$ cat config.mk
export PLATFORM = sky130hd
export DESIGN_NAME = skip_adder_iter_flat
export DESIGN_NICKNAME = d
export VERILOG_FILES = /design/src/rtl/skip_adder_iter_if.sv /design/src/rtl/skip_adder_iter.sv /design/src/flat_wrapper.sv
export SDC_FILE = /design/constraint.sdc
export NUM_CORES = 1
export LEC_CHECK = 0
export ABC_AREA = 1
export BUFFER_PORTS_ARGS = -buffer_cell sky130_fd_sc_hd__buf_2
export CORE_MARGIN = 1.5
export CORE_UTILIZATION = 31
export CTS_BUF_LIST = sky130_fd_sc_hd__clkbuf_8 sky130_fd_sc_hd__clkbuf_16
export DETAILED_ROUTE_END_ITERATION = 8
export HOLD_SLACK_MARGIN = 0.06
export PLACE_DENSITY_LB_ADDON = 0.05
export SYNTH_ARGS = -nofsm -noshare
export SYNTH_HDL_FRONTEND = slang
export SYNTH_SLANG_ARGS = --single-unit
$ cat constraint.sdc
create_clock -name clk -period 3.4 [get_ports clk]
set_clock_uncertainty 0.2 [all_clocks]
set_input_delay 0.34 -clock clk [delete_from_list [all_inputs] [get_ports clk]]
set_output_delay 0.34 -clock clk [all_outputs]
set_load 0.05 [all_outputs]
$ cat src/rtl/skip_adder_iter_if.sv
// Operand/result bundle for the iterative carry-skip adder.
// The master drives the request; the slave is the adder.
interface skip_adder_iter_if #(
    parameter int unsigned WIDTH = 16,
    parameter int unsigned BLOCK = 4
);
    localparam int unsigned G  = WIDTH / BLOCK;
    localparam int unsigned CW = $clog2(G + 1);

    logic             start;
    logic [WIDTH-1:0] a;
    logic [WIDTH-1:0] b;
    logic             cin;
    logic             sub;
    logic             busy;
    logic             done;
    logic [WIDTH-1:0] s;
    logic             cout;
    logic             ovf;
    logic [CW-1:0]    skip_count;

    modport master (
        output start, a, b, cin, sub,
        input  busy, done, s, cout, ovf, skip_count
    );

    modport slave (
        input  start, a, b, cin, sub,
        output busy, done, s, cout, ovf, skip_count
    );
endinterface

$ cat src/rtl/skip_adder_iter.sv
// Iterative carry-skip adder/subtractor: one BLOCK-bit group per cycle, G = WIDTH/BLOCK cycles,
// with a count of groups whose propagate was all-ones.
module skip_adder_iter #(
    parameter int unsigned WIDTH = 16,
    parameter int unsigned BLOCK = 4
) (
    input logic             clk,
    input logic             rst_n,
    skip_adder_iter_if.slave bus
);
    localparam int unsigned G  = WIDTH / BLOCK;
    localparam int unsigned KW = (G > 1) ? $clog2(G) : 1;
    localparam int unsigned CW = $clog2(G + 1);
    localparam logic [KW-1:0] KLast = KW'(G - 1);

    typedef enum logic [1:0] {StIdle, StRun, StDone} state_e;

    state_e           state_q, state_d;
    logic [WIDTH-1:0] a_q, a_d;
    logic [WIDTH-1:0] bx_q, bx_d;
    logic             c_q, c_d;
    logic [KW-1:0]    k_q, k_d;
    logic [WIDTH-1:0] acc_q, acc_d;
    logic [CW-1:0]    skip_q, skip_d;
    logic [WIDTH-1:0] s_q, s_d;
    logic             cout_q, cout_d;
    logic             ovf_q, ovf_d;
    logic [CW-1:0]    cnt_q, cnt_d;

    logic [BLOCK-1:0] grp_a, grp_b, grp_sum;
    logic             carry, c_msb, grp_p, grp_c;

    // Group datapath: ripple through the current group, then apply the skip path.
    always_comb begin
        grp_a   = a_q[k_q * BLOCK +: BLOCK];
        grp_b   = bx_q[k_q * BLOCK +: BLOCK];
        grp_sum = '0;
        carry   = c_q;
        c_msb   = c_q;
        for (int i = 0; i < BLOCK; i++) begin
            c_msb      = carry;
            grp_sum[i] = grp_a[i] ^ grp_b[i] ^ carry;
            carry      = (grp_a[i] & grp_b[i]) | (carry & (grp_a[i] ^ grp_b[i]));
        end
        grp_p = &(grp_a ^ grp_b);
        grp_c = carry | (grp_p & c_q);
    end

    always_comb begin
        state_d = state_q;
        a_d     = a_q;
        bx_d    = bx_q;
        c_d     = c_q;
        k_d     = k_q;
        acc_d   = acc_q;
        skip_d  = skip_q;
        s_d     = s_q;
        cout_d  = cout_q;
        ovf_d   = ovf_q;
        cnt_d   = cnt_q;
        case (state_q)
            StIdle: begin
                if (bus.start) begin
                    state_d = StRun;
                    a_d     = bus.a;
                    bx_d    = bus.sub ? ~bus.b : bus.b;
                    c_d     = bus.sub | bus.cin;
                    k_d     = '0;
                    skip_d  = '0;
                    acc_d   = '0;
                end
            end
            StRun: begin
                acc_d[k_q * BLOCK +: BLOCK] = grp_sum;
                c_d    = grp_c;
                k_d    = k_q + 1'b1;
                skip_d = skip_q + CW'(grp_p);
                if (k_q == KLast) begin
                    state_d = StDone;
                    s_d     = acc_d;
                    cout_d  = grp_c;
                    ovf_d   = c_msb ^ grp_c;
                    cnt_d   = skip_d;
                end
            end
            StDone:  state_d = StIdle;
            default: state_d = StIdle;
        endcase
    end

    always_ff @(posedge clk or negedge rst_n) begin
        if (!rst_n) begin
            state_q <= StIdle;
            a_q     <= '0;
            bx_q    <= '0;
            c_q     <= 1'b0;
            k_q     <= '0;
            acc_q   <= '0;
            skip_q  <= '0;
            s_q     <= '0;
            cout_q  <= 1'b0;
            ovf_q   <= 1'b0;
            cnt_q   <= '0;
        end else begin
            state_q <= state_d;
            a_q     <= a_d;
            bx_q    <= bx_d;
            c_q     <= c_d;
            k_q     <= k_d;
            acc_q   <= acc_d;
            skip_q  <= skip_d;
            s_q     <= s_d;
            cout_q  <= cout_d;
            ovf_q   <= ovf_d;
            cnt_q   <= cnt_d;
        end
    end

    assign bus.busy       = (state_q == StRun);
    assign bus.done       = (state_q == StDone);
    assign bus.s          = s_q;
    assign bus.cout       = cout_q;
    assign bus.ovf        = ovf_q;
    assign bus.skip_count = cnt_q;
endmodule

$ cat src/flat_wrapper.sv
// flat-port wrapper written by rule: the top's interface ports become plain ports
module skip_adder_iter_flat 
#(
    parameter int unsigned WIDTH = 16,
    parameter int unsigned BLOCK = 4
)
  (clk, rst_n, bus_start, bus_a, bus_b, bus_cin, bus_sub, bus_busy, bus_done, bus_s, bus_cout, bus_ovf, bus_skip_count);
  skip_adder_iter_if #(.WIDTH(WIDTH), .BLOCK(BLOCK)) bus_i ();
  input logic clk;
  input logic rst_n;
  input wire logic [$bits(bus_i.start)-1:0] bus_start;
  input wire logic [$bits(bus_i.a)-1:0] bus_a;
  input wire logic [$bits(bus_i.b)-1:0] bus_b;
  input wire logic [$bits(bus_i.cin)-1:0] bus_cin;
  input wire logic [$bits(bus_i.sub)-1:0] bus_sub;
  output wire logic [$bits(bus_i.busy)-1:0] bus_busy;
  output wire logic [$bits(bus_i.done)-1:0] bus_done;
  output wire logic [$bits(bus_i.s)-1:0] bus_s;
  output wire logic [$bits(bus_i.cout)-1:0] bus_cout;
  output wire logic [$bits(bus_i.ovf)-1:0] bus_ovf;
  output wire logic [$bits(bus_i.skip_count)-1:0] bus_skip_count;
  assign bus_i.start = bus_start;
  assign bus_i.a = bus_a;
  assign bus_i.b = bus_b;
  assign bus_i.cin = bus_cin;
  assign bus_i.sub = bus_sub;
  assign bus_busy = bus_i.busy;
  assign bus_done = bus_i.done;
  assign bus_s = bus_i.s;
  assign bus_cout = bus_i.cout;
  assign bus_ovf = bus_i.ovf;
  assign bus_skip_count = bus_i.skip_count;
  skip_adder_iter #(.WIDTH(WIDTH), .BLOCK(BLOCK)) u_core (.clk(clk), .rst_n(rst_n), .bus(bus_i));
endmodule
==> metrics.txt <==
GRT Util Overall=between 10% and 20%; grt ovf=0; Buf/Inv on CP=3; Most Frequent Cell on Critical Path=fa_1; router iterations before antenna repair=5; Final Hold Violating Endpoints=0; status=finished clean; most numerous cell in the Yosys netlist=nand2_1; Synth Area in XOR/XNOR=3.85%; largest net degree at the start of global routing=78; reg2reg start=u_core.k_q[0]; Worst Hold Class=in -> reg; critical path required time=~3.5 ns; # IOs=60; Final GP Congestion=0.808; number of antenna violations at the first check in global routing=0; worst relative slew slack=32.1%; DR DRC count=0; flops & latches, synth=77; Mean Syn Cell Area=8.68 um2; fraction of layout cells with a size suffix above 1=a little over a fifth; Worst EP arrival=3.27 ns; maximum clock path buffer count=2; 1st-iter DRT viols=113; vias in the first global route=3167; Final TNS setup=0 ns; critical-path cell list=buf_4 -> o21ai_0 -> o22ai_1 -> fa_1 -> inv_1 -> fa_1 -> fa_2 -> fa_1 -> inv_1 -> nand3_2 -> o22ai_2 -> nand2_1 -> o21ai_2; hold path startpoint=bus_b[11]; CP endpoint kind=flip-flop; Adder-Cell Fraction of Synth Area=5.95%; Initial Util=32.0%; maximum vdd drop=0.000443 V; Num CTS Buffers=9; share of the synthesized area in the top cell type=~50%; fin crit share=94.3%; Hold Path Cell Cnt=3; clock root cell=clkbuf_16; post-synth top area cell=dfrtp_1; top cells by count, synth=183 x nand2_1, 77 x dfrtp_1, 32 x o21ai_0, 31 x inv_1, 16 x xnor2_1; EDFF count, synth=0; Synth Area in Simple Gates=a little over a fifth; final setup fails=0; fmax=312 MHz; Max Cap Viol=0; WHS Endpoint=u_core.bx_q[11]; worst reg-to-reg setup slack=approximately 0.19 ns; RR Endpoint=u_core.acc_q[15]; Mapped Area=0.00387 mm2; Final min period=~3.2 ns; Worst R2R Path Depth=13; post-synth cell types=27; Post-synth ARST share=100%; hold slack=roughly 0.089 ns; Post-Syn Nets=499; drt via density=~4.4; total wire length=9330 um; post-synthesis mux area share=0%; via count=~3100; crit-path max FO=8; complex-gate fraction of the synthesized area=about 11%; ys flop type=dfrtp_1; Final Max Tran Viols=0; critical path type=reg -> reg; slew of the pin with the lowest slew margin=slightly above 1 ns; Final nets=579; Clock Sink Count=slightly below 80; post-route ant nets=0; # diodes=0; largest family of logic cells by synthesized area=simple AND/OR/NAND/NOR gates; Ys Warns=0; CTS tree=yes; Worst path slowest cell=fa_1; CP top delay family=adder cells; WL per Instance=13.4 um; final total power=5.10 mW; first-pass GRT wire length=15900 um; Die Span Y=115 um; PwrDens=1050 mW/mm2; core region area=0.0121 mm2; H-tree lvl count=3; Final Instance Count excl. Fillers=approximately 700; I/O Buffers=59; Die Width=115 um; startpoint types=flip-flop; crit-path max cell delay=0.43 ns; placed instance count=665; Post-Synthesis Cells=between 400 and 500; die area=0.0132 mm2; pre-CTS WS=0.147 ns; register area share after synthesis=49.8%; worst skew pair latency=0.34 ns; FP Rows=40; top post-synthesis cells by area=dfrtp_1 50%, nand2_1 18%, o21ai_0 4.1%; Reg clk slew, reported paths=roughly 0.06 ns; DP HPWL=around 6400 um; LEAKAGE=2.44 nW; Syn-to-layout area delta=25.0%; setup ws final=0.192 ns
-- cells by family (layout without fill, tap and decap cells) --
kind of cell / after synthesis / in the layout
and+or+nand+nor: 207 / 207
buffers and inverters: 59 / 143
DFF: 77 / 77
adders and majority gates: 16 / 16
AOI/OAI and AO/OA: 70 / 70
xor gates and xnor gates: 17 / 17
-- registers in the layout (all words and copies together), names as in the netlist --
| name | flops |
|---|---|
| u_core.a_q | 16 |
| u_core.acc_q | 16 |
| u_core.bus.s | 16 |
| u_core.bx_q | 16 |
| u_core.bus.skip_count | 3 |
| u_core.skip_q | 3 |
| u_core.k_q | 2 |
| u_core.state_q | 2 |
| u_core.bus.cout | 1 |
| u_core.bus.ovf | 1 |
| u_core.c_q | 1 |
-- layout by cell type, fill, tap and decap left out, types with 2 or more instances in the layout --
cell type	n
nand2_1	183
fa_1	3
a32oi_1	5
xnor2_1	16
inv_2	5
nand4_1	3
inv_1	32
nand3_1	8
nor2_4	2
nor2_1	8
clkinv_1	2
o22ai_2	4
o21ai_2	10
dfrtp_1	77
buf_2	58
o21ai_0	31
clkbuf_16	9
dlygate4sd3_1	17
o22ai_1	11
buf_4	14
clkbuf_8	5
a21oi_1	7
ha_1	12
-- area by class of cell --
class | instances | area, um2
well taps | 168 | 210
inverters | 39 | 149
clock inverters | 1 | 3.75
flip-flops and latches | 77 | 1930
clock buffers | 14 | 294
fillers | 1298 | 7270
repair buffers | 89 | 566
multi-input cells | 310 | 1690
-- routing by layer --
metal / track usage, % / part of all wire, % / vias to the layer above
li1: - / - / 1578
met1: 19.9 / 46 / 1464
met2: 26.5 / 49 / 53
met3: 4.96 / 3.8 / 9
met4: 4.94 / 1.3 / 0
met5: 0 / 0 / -
-- worst max-delay path by stage --
stage | start | cells past startpoint | endpoint | slack [ns]
global placement | u_core.k_q[0] | 13 | u_core.acc_q[7] | 0.20
floorplan | u_core.k_q[0] | 15 | u_core.acc_q[15] | 0.14
detailed placement | u_core.k_q[0] | 13 | u_core.acc_q[7] | 0.15
CTS | u_core.k_q[0] | 13 | u_core.acc_q[7] | 0.13
global route | u_core.k_q[0] | 13 | u_core.bus.s[3] | -0.006
finish | u_core.k_q[0] | 13 | u_core.acc_q[15] | 0.19
-- power breakdown --
part | switching, mW | total [mW] | internal [mW] | leakage (nW)
Combinational | 1.78 | 2.65 | 0.865 | 1.29
Clock | 0.350 | 0.937 | 0.587 | 0.152
Sequential | 0.219 | 1.51 | 1.29 | 1.00
-- worst register-to-register path, stage by stage (launching register included) --
cell and delay [ns]:
dfrtp_1 0.41, buf_4 0.18, o21ai_0 0.09, o22ai_1 0.24, fa_1 0.21, inv_1 0.05
fa_1 0.40, fa_2 0.39, fa_1 0.43, inv_1 0.12, nand3_2 0.12, o22ai_2 0.14
nand2_1 0.10, o21ai_2 0.07
-- metrics by stage --
| stage | utilization (%) | cell area (um2) |
|---|---|---|
| floorplan | - | 3870 |
| global placement | 35.7 | 4330 |
| detailed placement | 35.7 | 4330 |
| CTS | 39.6 | 4800 |
| global route | 39.9 | 4840 |
| finish | 39.9 | 4840 |
-- what timing repair did --
item | in CTS | in global routing
hold buffers | 17 | 0
gates resized for setup | 0 | 7
buffers inserted | 0 | 1
hold endpoints to repair | 93 | 0
endpoints found under the setup margin | 0 | 8
Note: power is estimated with default switching activity, not from simulation.
